--- src/rtl/serial_nibble_rx.sv ---
// Serial nibble receiver: start, 4 data bits MSB first, optional even parity,
// stop; good frames land in a DEPTH-nibble FIFO. Optional: SERIAL_NIBBLE_RX_PARITY_EN.
// Ports: clk, reset (async low), bit_en, serial_in -> out_data/out_valid/out_ready,
// frame_err, parity_err (pulses), overflow (sticky), clr_err.
module serial_nibble_rx #(
  parameter int DEPTH = 4
) (
  input  logic       clk,
  input  logic       reset,
  input  logic       bit_en,
  input  logic       serial_in,
  output logic [3:0] out_data,
  output logic       out_valid,
  input  logic       out_ready,
  output logic       frame_err,
  output logic       parity_err,
  output logic       overflow,
  input  logic       clr_err
);

  localparam int AW = $clog2(DEPTH);

`ifdef SERIAL_NIBBLE_RX_PARITY_EN
  typedef enum logic [1:0] {
    IDLE, DATA, PARITY, STOP
  } state_t;
`else
  typedef enum logic [1:0] {
    IDLE, DATA, STOP
  } state_t;
`endif

  state_t     state, state_n;
  logic [1:0] cnt, cnt_n;
  logic [3:0] shreg, shreg_n;
  logic       ferr_n;
  logic       push_req;

  logic [3:0]  mem [DEPTH];
  logic [AW-1:0] rd_ptr, wr_ptr;
  logic [AW:0]   count;
  logic        full, pop, push_ok, drop;

`ifdef SERIAL_NIBBLE_RX_PARITY_EN
  logic perr, perr_n, perr_p_n;
`endif

  always_comb begin
    state_n  = state;
    cnt_n    = cnt;
    shreg_n  = shreg;
    ferr_n   = 1'b0;
    push_req = 1'b0;
`ifdef SERIAL_NIBBLE_RX_PARITY_EN
    perr_n   = perr;
    perr_p_n = 1'b0;
`endif
    if (bit_en) begin
      unique case (state)
        IDLE: begin
          if (!serial_in) begin
            state_n = DATA;
            cnt_n   = 2'd0;
`ifdef SERIAL_NIBBLE_RX_PARITY_EN
            perr_n  = 1'b0;
`endif
          end
        end
        DATA: begin
          shreg_n = {shreg[2:0], serial_in};
          cnt_n   = cnt + 2'd1;
          if (cnt == 2'd3) begin
`ifdef SERIAL_NIBBLE_RX_PARITY_EN
            state_n = PARITY;
`else
            state_n = STOP;
`endif
          end
        end
`ifdef SERIAL_NIBBLE_RX_PARITY_EN
        PARITY: begin
          perr_n  = (^shreg) ^ serial_in;
          state_n = STOP;
        end
`endif
        STOP: begin
          state_n = IDLE;
          if (!serial_in) begin
            ferr_n = 1'b1;
`ifdef SERIAL_NIBBLE_RX_PARITY_EN
          end else if (perr) begin
            perr_p_n = 1'b1;
`endif
          end else begin
            push_req = 1'b1;
          end
        end
        default: state_n = IDLE;
      endcase
    end
  end

  always_ff @(posedge clk or negedge reset) begin
    if (!reset) begin
      state     <= IDLE;
      cnt       <= 2'd0;
      shreg     <= 4'd0;
      frame_err <= 1'b0;
    end else begin
      state     <= state_n;
      cnt       <= cnt_n;
      shreg     <= shreg_n;
      frame_err <= ferr_n;
    end
  end

`ifdef SERIAL_NIBBLE_RX_PARITY_EN
  always_ff @(posedge clk or negedge reset) begin
    if (!reset) begin
      perr       <= 1'b0;
      parity_err <= 1'b0;
    end else begin
      perr       <= perr_n;
      parity_err <= perr_p_n;
    end
  end
`else
  assign parity_err = 1'b0;
`endif

  // A full buffer still takes a push when the head leaves on the same edge.
  assign full      = (count == (AW+1)'(DEPTH));
  assign out_valid = (count != '0);
  assign pop       = out_valid & out_ready;
  assign push_ok   = push_req & (~full | pop);
  assign drop      = push_req & full & ~pop;
  assign out_data  = mem[rd_ptr];

  always_ff @(posedge clk or negedge reset) begin
    if (!reset) begin
      for (int i = 0; i < DEPTH; i++) mem[i] <= 4'd0;
      rd_ptr   <= '0;
      wr_ptr   <= '0;
      count    <= '0;
      overflow <= 1'b0;
    end else begin
      if (push_ok) begin
        mem[wr_ptr] <= shreg;
        wr_ptr      <= wr_ptr + 1'b1;
      end
      if (pop) rd_ptr <= rd_ptr + 1'b1;
      unique case ({push_ok, pop})
        2'b10:   count <= count + 1'b1;
        2'b01:   count <= count - 1'b1;
        default: count <= count;
      endcase
      if (drop)         overflow <= 1'b1;
      else if (clr_err) overflow <= 1'b0;
    end
  end

endmodule

--- config.mk ---
export PLATFORM = sky130hd
export DESIGN_NAME = serial_nibble_rx
export DESIGN_NICKNAME = d
export VERILOG_FILES = /design/src/rtl/serial_nibble_rx.sv
export SDC_FILE = /design/constraint.sdc
export NUM_CORES = 1
export LEC_CHECK = 0
export BUFFER_PORTS_ARGS = -buffer_cell sky130_fd_sc_hd__buf_2
export CELL_PAD_IN_SITES_DETAIL_PLACEMENT = 1
export CELL_PAD_IN_SITES_GLOBAL_PLACEMENT = 2
export CORE_ASPECT_RATIO = 0.9
export CORE_MARGIN = 2
export CORE_UTILIZATION = 42
export CTS_CLUSTER_SIZE = 8
export DETAILED_ROUTE_END_ITERATION = 7
export PLACE_DENSITY = 0.89
export SLEW_MARGIN = 20
export SYNTH_ARGS = -nofsm -noshare
export SYNTH_HDL_FRONTEND = slang
export SYNTH_SLANG_ARGS = --single-unit
--- constraint.sdc ---
create_clock -name clk -period 3.3 [get_ports clk]
set_clock_uncertainty 0.15 [all_clocks]
set_input_delay 0.99 -clock clk [delete_from_list [all_inputs] [get_ports clk]]
set_output_delay 0.99 -clock clk [all_outputs]
set_load 0.005 [all_outputs]
======== Word level (Yosys, flattened, before mapping) ========
Cells that the tools add are included.
word-level totals
  register bits ........................... 33
  bits of input ports ..................... 6
  logic and storage cells ................. 66
operators by class
  add/sub/neg operators ................... 5
  order comparisons ....................... 3
  equal/unequal tests ..................... 8
  muxes and demuxes ....................... 20
  bitwise gates (word level) .............. 9
  reductions and logical operators ........ 9
operators with widths
  kind                                                                  number
  16-bit bitwise mux                                                    1
  4-bit two-way mux                                                     3
  4-bit binary-select mux with 2-bit select                             1
  4-bit demux with 2-bit select                                         1
  1-bit two-way mux                                                     8
  2-bit case mux with 2 select lines                                    2
  2-bit by 1-bit adder with 2-bit output, second input constant         3
  2-bit == test, second input constant                                  3
  3-bit >= comparator, second input constant                            2
  2-bit two-way mux                                                     3
  2-bit NOT with 3-bit output                                           2
  3-bit case mux with 2 select lines                                    1
  3-bit AND reduction                                                   2
  2-bit nonzero test                                                    3
  1-bit bitwise AND                                                     4
  2-bit by 1-bit == test with 1-bit output, second input constant       2
  2-bit != test, second input constant                                  2
  3-bit by 1-bit adder with 3-bit output, second input constant         1
  3-bit == test, second input constant                                  1
  3-bit by 1-bit < comparator with 1-bit output, second input constant  1
  3-bit nonzero test                                                    1
  3-bit by 1-bit subtractor with 3-bit output, second input constant    1
  2-bit logical NOT                                                     1
  1-bit NOT                                                             2
  3 further kinds                                                       3

======== Longest topological paths before layout ========
Gate-level depths: netlist of run 1.
  depth in word-level cells ............... 6
  mapped depth ............................ 9
  depth with buffers taken out ............ 8

======== Least setup slack after synthesis of run 1 ========
No wires, ideal clock.
  kind .................................... input to register
  from .................................... in out_ready
  to ...................................... reg count[2]
  setup time .............................. 0.079 ns
  arrival time ............................ 2.643 ns
  slack ................................... 0.428 ns
  stages .................................. 9
  buffers on the path ..................... 1
  cell sequence ........................... or4b_4 > buf_6 > nand2_4 > ha_1 > inv_1 > fa_1 > xor2_1 > nor2_1 > xor2_1
between the ends
  longest elaborated chain between the ends .. 5
  elaborated cells on any way between the ends .. 7
RTL lines
  item                                                                              line  RTL
  start, declared                                                                   14    input logic out_ready,
  1-bit bitwise AND (*)                                                             134   assign pop = out_valid & out_ready;
  1-bit bitwise OR                                                                  135   assign push_ok = push_req & (~full | pop);
  1-bit bitwise AND                                                                 135
  2-bit by 1-bit == test with 1-bit output / 2-bit == test (equally long branches)  152   unique case ({push_ok, pop})
  3-bit case mux with 2 select lines / 2-bit nonzero test (equally long branches)   n/a
  end signal, assigned                                                              153   2'b10: count <= count + 1'b1;
  end signal, assigned                                                              154   2'b01: count <= count - 1'b1;
  end signal, assigned                                                              155   default: count <= count;
  end, declared                                                                     41    logic [AW:0] count;
Mark *: on every way between the ends. The rest lies on a longest branch, timed or not.
A chain may end at the register's enable or synchronous reset.

======== Final worst setup path of run 1 ========
Same ends and word-level chain as after synthesis.

==> results of run 1 <==
## layer usage
layer  track usage (%)  up-vias  share of wire, %
met3              4.16        7               3.5
met4              6.73        0               1.8
met1              20.9      478                43
met2              28.1       17                51
li1                  -      418                 -
met5                 0        -                 0
## through the flow
stage	util [%]	total power, µW	cells
after floorplan	-	951	112
after global placement	46.7	1020	167
after detailed placement	46.7	1080	167
after CTS	50.3	1540	175
after global routing	50.3	1620	175
final	50.3	1520	175
## worst max-delay path by stage
stage                           to  slack [ns]
final                     count[2]        0.54
after global routing      count[2]        0.44
after CTS                 count[2]        0.53
after detailed placement  count[2]        0.22
after global placement    count[2]        0.29
after floorplan           count[2]        0.43
## worst max-delay path, stage by stage
cell and delay (ns):
buf_2 0.11, or4b_4 0.59, nand2_4 0.12, ha_1 0.18, inv_1 0.06, fa_1 0.37
xor2_1 0.15, nor2_1 0.11, xor2_1 0.14
## cell usage after synthesis (2+ instances only)
library cell	n
xor2_1	3
xnor2_1	3
mux2_2	4
nand2_1	2
mux4_2	4
buf_4	2
mux2_4	16
nand3_4	4
dfrtp_1	33
inv_1	9
ha_1	6
o21ai_0	6
## kinds of logic (layout without fill, tap and decap cells)
family	count (synthesis)	in the layout
mux	26	26
xor+xnor	6	6
compound gates	9	9
simple gates	16	16
other cells	1	1
buf+inv	14	31
flops	33	33
fa+ha+maj	7	7
## state kept, by name, summed over array words and instances (netlist names)
register	flops
cnt	2
wr_ptr	2
shreg	4
overflow	1
frame_err	1
rd_ptr	2
state	2
count	3
mem	16
## area by class of cell
type | count | area, µm² | area share, %
sequential | 33 | 826 | 44.0
multi-input combinational | 65 | 754 | 40.2
clock buffer | 5 | 68.8 | 3.67
timing repair buffer | 13 | 67.6 | 3.60
clock inverter | 3 | 65.1 | 3.47
tap | 46 | 57.6 | 3.07
inverter | 10 | 37.5 | 2.00
## power by group
| part | total (µW) | leakage (µW) | internal (µW) | switching, µW |
|---|---|---|---|---|
| clock network | 451 | 0.0000681 | 300 | 151 |
| logic | 382 | 0.000423 | 219 | 163 |
| registers | 683 | 0.000432 | 526 | 156 |
| total | 1520 | 0.000923 | 1050 | 471 |
==> impl_results.rst, run 1 <==
.. list-table::
   :header-rows: 1

   * - Metric
     - Value
   * - Leading cell type in the layout, fill and taps excluded
     - dfrtp_1
   * - Total track usage
     - 16.8%
   * - Endpoint kind of the worst setup timing path
     - flip-flop
   * - First-pass GRT wire length
     - 5540 µm
   * - Top cell type's share of synthesized area
     - 50.1%
   * - Net count after synthesis
     - 125
   * - Async set-or-reset flop fraction in the synthesized netlist
     - 100%
   * - Port Buffers
     - 12
   * - Post-synthesis share of cell area spent on xor and xnor gates
     - 3.19%
   * - Fin. Hold Viols
     - 0
   * - Total negative slack for setup checks
     - 0 ns
   * - Cell chosen for the clock root
     - clkbuf_8
   * - Placed wire-length estimate
     - 2280 µm
   * - Flop and latch count out of synthesis
     - 33
   * - FILL cells
     - 385
   * - Top Ports
     - 14
   * - Peak ir drop on the vdd network
     - slightly below 0.5 mV
   * - Worst hold-check slack
     - about 0.36 ns
   * - Critical Path RT
     - 3.36 ns
   * - Hold buffer count at cts
     - 0
   * - Total inserted antenna cells
     - 0
   * - Pin count of the biggest net entering global routing
     - 34
   * - Sink of the worst hold path
     - count[2]
   * - Adder-cell share of the synthesized area
     - 5.77%
   * - Number of unique standard cell types used by synthesis
     - 32
   * - Leakage component of the power
     - approximately 0.00092 µW
   * - Total count of max-transition violations in the final report
     - 0
   * - # Max-Cap Violations
     - 0
   * - Total cell area at the placement stage
     - 0.00174 mm²
   * - Share of the yosys chip area belonging to registers
     - about 50%
   * - Detailed-router iteration count before antenna repair
     - 4
   * - Maximum fanout along the worst path
     - 6
   * - Cell type with the highest aggregate area in the netlist
     - dfrtp_1
   * - Time the final worst path needs with I/O delays and setup
     - 2.76 ns
   * - Mean instance size in the synthesized netlist
     - roughly 15 µm²
   * - Floorplan Core Area
     - 0.00373 mm²
   * - Flip-flop cell with the highest count after synthesis
     - dfrtp_1
   * - Detail-routed via count per cell
     - 5.26
   * - Worst Slack Setup Final
     - 0.536 ns
   * - Area contributors post-synth
     - dfrtp_1, mux2_4, mux4_2, ha_1, nand3_4
   * - R2R Setup Slk
     - ~0.86 ns
   * - Sum of overflow across all layers after global routing
     - 0
   * - Number of nets at the end of the flow
     - between 100 and 150
   * - R2R depth
     - 8
   * - Transition at the pin with the smallest max-transition slack
     - about 0.72 ns
   * - Outcome
     - finished clean
   * - Beginning of the worst hold path
     - count[2]
   * - Endpoints failing setup
     - 0
   * - Hold WC Path Type
     - reg -> reg
   * - Cells resized by post-CTS repair
     - 0
   * - Initial antenna violation count
     - 0
   * - Hold Path Cell Cnt
     - 1
   * - H-tree levels
     - 2
   * - CTS tree
     - built
   * - Effective utilization at floorplan
     - between 40 and 50%
   * - Start-to-end type of the worst setup path
     - in -> reg
   * - End of the worst register-to-register path
     - count[2]
   * - Worst setup SP type
     - input port
   * - Horizontal die dimension
     - 70.0 µm
   * - Arrival time of the worst setup path
     - 2.82 ns
   * - Floorplan die height
     - 63.4 µm
   * - Number of buffers created by CTS
     - 5
   * - Fmax achieved
     - 0.362 GHz
   * - DRC Markers
     - 0
   * - Row count
     - 21
   * - Most used cells in the layout excluding fill and tap cells
     - dfrtp_1, mux2_4, buf_2, inv_1
   * - Clock edge transition at the registers on the reported setup and hold paths
     - roughly 0.070 ns
   * - Post-synthesis compound-gate area fraction
     - under 10%
   * - Routability cong.
     - 0.719
   * - Fraction of final layout cells with drive strength greater than 1
     - 39.5%
   * - Area enclosed by the die boundary
     - around 0.0044 mm²
   * - Final instance area
     - 0.00188 mm²
   * - Portion of the clock cycle consumed by the worst path in the final layout
     - between 80% and 90%
   * - Syn Std Cell Area
     - 0.00165 mm²
   * - Max Buffers Root-to-Sink
     - 2
   * - Mux cell area share after synthesis
     - 24.1%
   * - Worst setup slack before clock tree synthesis
     - about 0.22 ns
   * - Synthesis-to-layout area growth
     - 13.9%
   * - Source-to-sink clock delay at the later pin of the worst-skew pair
     - 0.28 ns
   * - Post-detailed-route count of antenna-violating nets
     - 0
   * - Clock net sink count
     - 33
   * - Detailed-route wire length per cell
     - 18.5 µm
   * - Post-CTS setup buffers
     - 0
   * - FF-to-FF Start
     - count[0]
   * - Number of DRC markers in iteration 0
     - 51
   * - Slew HR
     - 51.8%
   * - Combinational family with the most area after synthesis
     - multiplexers
   * - Pwr per Cell Area
     - 808 mW/mm²
   * - Vias in the first global route
     - slightly above 1000
   * - Worst setup path start
     - out_ready
   * - Synth Area in Simple Gates
     - 9.26%
   * - Unrepaired setup endpoints after global routing
     - no
   * - Post-synth EDFFs
     - 0
   * - Warnings, synthesis
     - 0
   * - Number of instances in the synthesized netlist
     - 112
   * - Via total after detailed routing
     - 920
   * - Final WL
     - 3230 µm
Note: power is estimated with default switching activity, not from simulation.
==> run 2, diff against run 1 <==
--- a/config.mk
+++ b/config.mk
@@ -10,10 +10,10 @@
 export CELL_PAD_IN_SITES_GLOBAL_PLACEMENT = 2
 export CORE_ASPECT_RATIO = 0.9
 export CORE_MARGIN = 2
-export CORE_UTILIZATION = 42
+export CORE_UTILIZATION = 38
 export CTS_CLUSTER_SIZE = 8
 export DETAILED_ROUTE_END_ITERATION = 7
-export PLACE_DENSITY = 0.89
+export PLACE_DENSITY = 0.85
 export SLEW_MARGIN = 20
 export SYNTH_ARGS = -nofsm -noshare
 export SYNTH_HDL_FRONTEND = slang
==> constraint.sdc (replaced) <==
create_clock -name clk -period 2.5 [get_ports clk]
set_clock_uncertainty 0.15 [all_clocks]
set_input_delay 0.75 -clock clk [delete_from_list [all_inputs] [get_ports clk]]
set_output_delay 0.75 -clock clk [all_outputs]
set_load 0.005 [all_outputs]
==> run 2 against run 1 <==
Net effect:
- sequential cell count is the same
- utilization shrank 4.6 points
- via count shrank 0.98%
- global-route usage down 2.3 points
- critical path type unchanged
==> impl_results.rst, run 2 (synthesized netlist as in run 1, its figures left out) <==
.. list-table::
   :header-rows: 1

   * - Metric
     - Value
   * - First-pass GRT wire length
     - 5090 µm (was 5540 µm)
   * - Vias in the first global route
     - 1037 (was 1039)
   * - Source-to-sink clock delay at the later pin of the worst-skew pair
     - 0.28 ns (about the same)
   * - Post-CTS setup buffers
     - 0 (unchanged)
   * - Fraction of final layout cells with drive strength greater than 1
     - 43.2% (was 39.5%)
   * - Max FFs per register
     - 16 (unchanged)
   * - Final WL
     - 2960 µm (was 3230 µm)
   * - Horizontal die dimension
     - 73.4 µm (was 70.0 µm)
   * - Post-detailed-route count of antenna-violating nets
     - 0 (unchanged)
   * - Detail-routed via count per cell
     - 5.06 (was 5.26)
   * - Worst setup SP type
     - input port (unchanged)
   * - Clock net sink count
     - 33 (unchanged)
   * - Transition at the pin with the smallest max-transition slack
     - 0.729 ns (was 0.723 ns)
   * - Number of nets at the end of the flow
     - 144 (was 141)
   * - Met2 wire length
     - 1480 µm (was 1660 µm)
   * - Unrepaired setup endpoints after global routing
     - no (unchanged)
   * - Top metal layer carrying routed signals
     - met4 (unchanged)
   * - Number of DRC markers in iteration 0
     - 44 (was 51)
   * - H-tree levels
     - 2 (unchanged)
   * - Pin count of the biggest net entering global routing
     - 34 (unchanged)
   * - Worst hold-check slack
     - 0.353 ns (was 0.361 ns)
   * - CTS tree
     - built (unchanged)
   * - Leakage component of the power
     - 0.000922 µW (was 0.000923 µW)
   * - Leading cell type in the layout, fill and taps excluded
     - dfrtp_1 (unchanged)
   * - Outcome
     - finished clean (unchanged)
   * - Top Ports
     - 14 (unchanged)
   * - Synthesis-to-layout area growth
     - 14.4% (was 13.9%)
   * - Fin. Hold Viols
     - 0 (unchanged)
   * - Routability cong.
     - 0.759 (was 0.719)
   * - Detailed-route wire length per cell
     - 16.5 µm (was 18.5 µm)
   * - Row count
     - 22 (was 21)
   * - Total track usage
     - 14.5% (was 16.8%)
   * - Detailed-router iteration count before antenna repair
     - 4 (unchanged)
   * - Most flop-heavy register
     - mem (unchanged)
   * - Arrival time of the worst setup path
     - 2.38 ns (was 2.82 ns)
   * - Number of placed instances, taps included
     - 172 (was 167)
   * - Pwr per Cell Area
     - 984 mW/mm² (was 808 mW/mm²)
   * - Total count of max-transition violations in the final report
     - 0 (unchanged)
   * - Max Buffers Root-to-Sink
     - 2 (unchanged)
   * - Non-filler cells, final
     - 180 (was 175)
   * - Hold WC Path Type
     - reg -> reg (unchanged)
   * - DRC Markers
     - 0 (unchanged)
   * - Maximum fanout along the worst path
     - 2 (was 6)
   * - Slew HR
     - 51.4% (was 51.8%)
   * - Port Buffers
     - 12 (unchanged)
   * - Final Power
     - 1860 µW (was 1520 µW)
   * - Floorplan Core Area
     - 0.00413 mm² (was 0.00373 mm²)
   * - Met1 wire length
     - 1330 µm (was 1400 µm)
   * - Fmax achieved
     - around 0.43 GHz
   * - Placed wire-length estimate
     - 2230 µm (was 2280 µm)
   * - # Max-Cap Violations
     - 0 (unchanged)
   * - Portion of the clock cycle consumed by the worst path in the final layout
     - between 90% and 100%
   * - Detailed route wirelength on metal3
     - 115 µm (was 112 µm)
   * - Number of buffers created by CTS
     - 5 (unchanged)
   * - Endpoints failing setup
     - 0 (unchanged)
   * - Peak ir drop on the vdd network
     - 0.481 mV (was 0.494 mV)
   * - Cell chosen for the clock root
     - clkbuf_8 (unchanged)
   * - Critical Path RT
     - 2.55 ns (was 3.36 ns)
   * - Start-to-end type of the worst setup path
     - in -> reg (unchanged)
   * - Most used cells in the layout excluding fill and tap cells
     - dfrtp_1, mux2_4, buf_2, inv_1, clkbuf_8 (was dfrtp_1, mux2_4, buf_2, inv_1)
   * - Via total after detailed routing
     - 911 (was 920)
   * - Hold buffer count at cts
     - 0 (unchanged)
   * - Initial antenna violation count
     - 0 (unchanged)
   * - Floorplan die height
     - 66.5 µm (was 63.4 µm)
   * - Clock edge transition at the registers on the reported setup and hold paths
     - 0.06 ns (was 0.07 ns)
   * - Area enclosed by the die boundary
     - 0.00488 mm² (was 0.00444 mm²)
   * - Total inserted antenna cells
     - 0 (unchanged)
   * - Time the final worst path needs with I/O delays and setup
     - roughly 2.3 ns
   * - Registers with the most flip-flops
     - mem (16), shreg (4), count (3) (unchanged)
   * - Sum of overflow across all layers after global routing
     - 0 (unchanged)
   * - Endpoint kind of the worst setup timing path
     - flip-flop (unchanged)
   * - Effective utilization at floorplan
     - 39.9% (was 44.2%)
run 2: what timing repair did:
action                                 in CTS  in global routing
resized for setup                           0                  1
setup endpoints to repair                   0                  1
endpoints found under the hold margin       0                  0
run 2: path summary, 6_finish.rpt:
| kind | cells past startpoint | to | from | slack, ns |
|---|---|---|---|---|
| worst max-delay path | 9 | count[2] | out_ready | 0.17 |
| worst min-delay path | 1 | cnt[0] | cnt[0] | 0.35 |
| worst max register to register | 8 | count[2] | count[0] | 0.26 |
| worst min register to register | 1 | cnt[0] | cnt[0] | 0.35 |
| max in group asynchronous | 1 | rd_ptr[0] | reset | 1.32 |
| min in group asynchronous | 1 | mem[11] | reset | 0.38 |
run 2: cell type report:
cell class / instances / area (µm²)
clock buffer: 7 / 96.3
clock inverter: 1 / 5.00
inverter: 10 / 37.5
fill: 427 / 2240
timing repair buffer: 16 / 90.1
multi-input combinational: 65 / 769
tap: 48 / 60.1
sequential: 33 / 827
run 2: where the power goes:
| group | internal (µW) | switching (µW) | leakage, µW |
|---|---|---|---|
| combinational | 310 | 222 | 0.000437 |
| clock | 249 | 184 | 0.0000542 |
| sequential | 697 | 195 | 0.000431 |
run 2: worst max-delay path, stage by stage:
cell and delay, ns:
buf_2 0.11, or4b_4 0.50, nand2_4 0.09, ha_4 0.12
inv_1 0.05, fa_2 0.34, xor2_1 0.15, nor2_1 0.12
xor2_1 0.15
run 2: through the flow:
step	instance area (µm²)	worst slack (ns)	setup TNS [ns]	util [%]
floorplan	1670	-0.0640	-0.0640	-
global placement	1780	-0.0461	-0.0461	43.2
detailed placement	1780	-0.124	-0.124	43.2
CTS	1880	0.0457	0	45.6
global route	1890	0.112	0	45.7
finish	1890	0.169	0	45.7
run 2: layer usage:
layer,up-vias,track usage [%]
met5,-,0
met4,0,5.45
met3,5,4.08
met2,17,25.3
met1,460,16.9
li1,429,-
==> run 3, diff against run 2 <==
--- a/config.mk
+++ b/config.mk
@@ -13,7 +13,7 @@
 export CORE_UTILIZATION = 38
 export CTS_CLUSTER_SIZE = 8
 export DETAILED_ROUTE_END_ITERATION = 7
-export PLACE_DENSITY = 0.85
+export PLACE_DENSITY_LB_ADDON = 0.1
 export SLEW_MARGIN = 20
 export SYNTH_ARGS = -nofsm -noshare
 export SYNTH_HDL_FRONTEND = slang
==> run 3 against run 2 <==
Net effect:
- largest power group unchanged
- first-iteration DRC count shrank 18%
- sequential power is essentially flat
- register-to-register slack is essentially flat
- final cell count decreased by 0.56%
- via count shrank 1.8%
- maximum frequency is 2.8% lower
- clock-buffer cell count did not move
- power down 3.4%
- critical path depth shrank 7
- worst hold slack improved by 0.0096 ns
- die area did not move
- highest routed layer unchanged
==> impl_results.rst, run 3 (synthesized netlist as in run 1, its figures left out) <==
.. list-table::
   :header-rows: 1

   * - Metric
     - Value
   * - Hold Path Cell Cnt
     - 1 (unchanged)
   * - H-tree levels
     - 2 (unchanged)
   * - Transition at the pin with the smallest max-transition slack
     - 0.708 ns (was 0.729 ns)
   * - Effective utilization at floorplan
     - 39.9% (unchanged)
   * - FF-to-FF Start
     - count[0] (unchanged)
   * - Number of buffers created by CTS
     - 5 (unchanged)
   * - Slew HR
     - 52.8% (was 51.4%)
   * - Fmax achieved
     - 0.417 GHz (was 0.429 GHz)
   * - End of the worst register-to-register path
     - count[2] (unchanged)
   * - Floorplan Core Area
     - 0.00413 mm² (unchanged)
   * - # Max-Cap Violations
     - 0 (unchanged)
   * - Portion of the clock cycle consumed by the worst path in the final layout
     - 96.0% (was 93.2%)
   * - Row count
     - 22 (unchanged)
   * - Total track usage
     - 13.9% (was 14.5%)
   * - Leakage component of the power
     - 0.000913 µW (was 0.000922 µW)
   * - Detail-routed via count per cell
     - 5.00 (was 5.06)
   * - Total inserted antenna cells
     - 0 (unchanged)
   * - Total cell area at the placement stage
     - 0.00178 mm² (unchanged)
   * - Maximum fanout along the worst path
     - 6 (was 2)
   * - Floorplan die height
     - 66.5 µm (unchanged)
   * - Beginning of the worst hold path
     - cnt[0] (unchanged)
   * - DRC Markers
     - 0 (unchanged)
   * - First-pass GRT wire length
     - 4940 µm (was 5090 µm)
   * - Detailed-router iteration count before antenna repair
     - 4 (unchanged)
   * - Pwr per Cell Area
     - 959 mW/mm² (was 984 mW/mm²)
   * - Via total after detailed routing
     - 895 (was 911)
   * - Hold WC Path Type
     - reg -> reg (unchanged)
   * - Registers with the most flip-flops
     - mem (16), shreg (4), count (3) (unchanged)
   * - Unrepaired setup endpoints after global routing
     - no (unchanged)
   * - R2R Setup Slk
     - 0.26 ns (about the same)
   * - Pin count of the biggest net entering global routing
     - 34 (unchanged)
   * - Time the final worst path needs with I/O delays and setup
     - 2.40 ns (was 2.33 ns)
   * - Post-CTS setup buffers
     - 0 (unchanged)
   * - Peak ir drop on the vdd network
     - 0.431 mV (was 0.481 mV)
   * - Post-detailed-route count of antenna-violating nets
     - 0 (unchanged)
   * - Sum of overflow across all layers after global routing
     - 0 (unchanged)
   * - R2R depth
     - 8 (unchanged)
   * - Sink of the worst hold path
     - cnt[0] (unchanged)
   * - FILL cells
     - 433 (was 427)
   * - Hold buffer count at cts
     - 0 (unchanged)
   * - Source-to-sink clock delay at the later pin of the worst-skew pair
     - 0.27 ns (was 0.28 ns)
   * - Clock net sink count
     - 33 (unchanged)
   * - Routability cong.
     - 0.762 (was 0.759)
   * - Cells resized by post-CTS repair
     - 0 (unchanged)
   * - Number of nets at the end of the flow
     - 144 (unchanged)
   * - Critical Path RT
     - 1.60 ns (was 2.55 ns)
   * - Start-to-end type of the worst setup path
     - reg -> out (was in -> reg)
   * - Cell chosen for the clock root
     - clkbuf_8 (unchanged)
   * - Worst hold-check slack
     - 0.363 ns (was 0.353 ns)
   * - Top Ports
     - 14 (unchanged)
   * - Outcome
     - finished clean (unchanged)
   * - Final WL
     - 2730 µm (was 2960 µm)
   * - CTS tree
     - built (unchanged)
   * - Most used cells in the layout excluding fill and tap cells
     - dfrtp_1, mux2_4, buf_2, inv_1 (was dfrtp_1, mux2_4, buf_2, inv_1, clkbuf_8)
   * - Initial antenna violation count
     - 0 (unchanged)
   * - Final instance area
     - 0.00187 mm² (was 0.00189 mm²)
   * - Detailed-route wire length per cell
     - 15.3 µm (was 16.5 µm)
   * - Total count of max-transition violations in the final report
     - 0 (unchanged)
   * - Placed wire-length estimate
     - 2030 µm (was 2230 µm)
   * - Fin. Hold Viols
     - 0 (unchanged)
   * - Vias in the first global route
     - 1000 (was 1037)
   * - Endpoint kind of the worst setup timing path
     - primary output (was flip-flop)
   * - Max Buffers Root-to-Sink
     - 2 (unchanged)
   * - Share of the core filled with cells in the final layout
     - 45.3% (was 45.7%)
   * - Area enclosed by the die boundary
     - 0.00488 mm² (unchanged)
   * - Number of placed instances, taps included
     - 172 (unchanged)
   * - Number of DRC markers in iteration 0
     - 36 (was 44)
   * - Endpoints failing setup
     - 0 (unchanged)
   * - Leading cell type in the layout, fill and taps excluded
     - dfrtp_1 (unchanged)
   * - Fraction of final layout cells with drive strength greater than 1
     - 41.2% (was 43.2%)
   * - Arrival time of the worst setup path
     - 1.50 ns (was 2.38 ns)
   * - Horizontal die dimension
     - 73.4 µm (unchanged)
   * - Worst setup SP type
     - flip-flop (was input port)
   * - Non-filler cells, final
     - 179 (was 180)
   * - Clock edge transition at the registers on the reported setup and hold paths
     - 0.06 ns (about the same)
   * - Port Buffers
     - 12 (unchanged)
   * - Synthesis-to-layout area growth
     - 13.4% (was 14.4%)
   * - Max FFs per register
     - 16 (unchanged)
   * - Most flop-heavy register
     - mem (unchanged)
-- run 3: cell types whose count changed in the layout (fill, tap and decap cells not counted) --
cell | previous run | this run
dfrtp_2 | 1 | 0
dfrtp_1 | 32 | 33
clkbuf_1 | 0 | 1
clkinv_2 | 1 | 0
clkbuf_8 | 7 | 6
-- run 3: metrics by stage --
stage	power, µW	setup slack [ns]	TNS, ns
floorplan	1270	-0.0640	-0.0640
global placement	1380	-0.0503	-0.0503
detailed placement	1420	-0.100	-0.100
CTS	1820	0.0654	0
global route	1940	0.0106	0
finish	1790	0.101	0
-- run 3: layout make-up --
cell class	instances	area (µm²)	share of cell area [%]
inverters	10	37.5	2.01
clock buffers	7	86.3	4.62
repair buffers	16	90.1	4.82
multi-input cells	65	769	41.2
well taps	48	60.1	3.21
flip-flops and latches	33	826	44.2
-- run 3: how the worst max path moves through the flow --
stage / start / end / slack, ns / cells past startpoint
4_1_cts: rd_ptr[0] / out_data[0] / 0.07 / 2
3_5_place_dp: out_ready / count[2] / -0.10 / 9
3_3_place_gp: out_ready / count[2] / -0.05 / 9
5_1_grt: rd_ptr[0] / out_data[3] / 0.01 / 2
6_report: rd_ptr[0] / out_data[0] / 0.10 / 2
2_1_floorplan: out_ready / count[2] / -0.06 / 9
-- run 3: layer usage --
metal  vias up  track usage [%]  wire (µm)
met4         0             6.82         69
met1       440             17.8       1350
met2        21             20.9       1200
met5         -                0          0
met3         9             4.54        118
li1        425                -          -
-- run 3: worst max-delay path, stage by stage (launching register included) --
cell     delay [ns]
dfrtp_1        0.55
mux4_2         0.54
buf_2          0.14
-- run 3: where the power goes --
part	switching (µW)	internal (µW)	leakage, µW	total (µW)
registers	196	695	0.000432	891
logic	205	304	0.000437	509
clock network	173	218	0.0000443	391
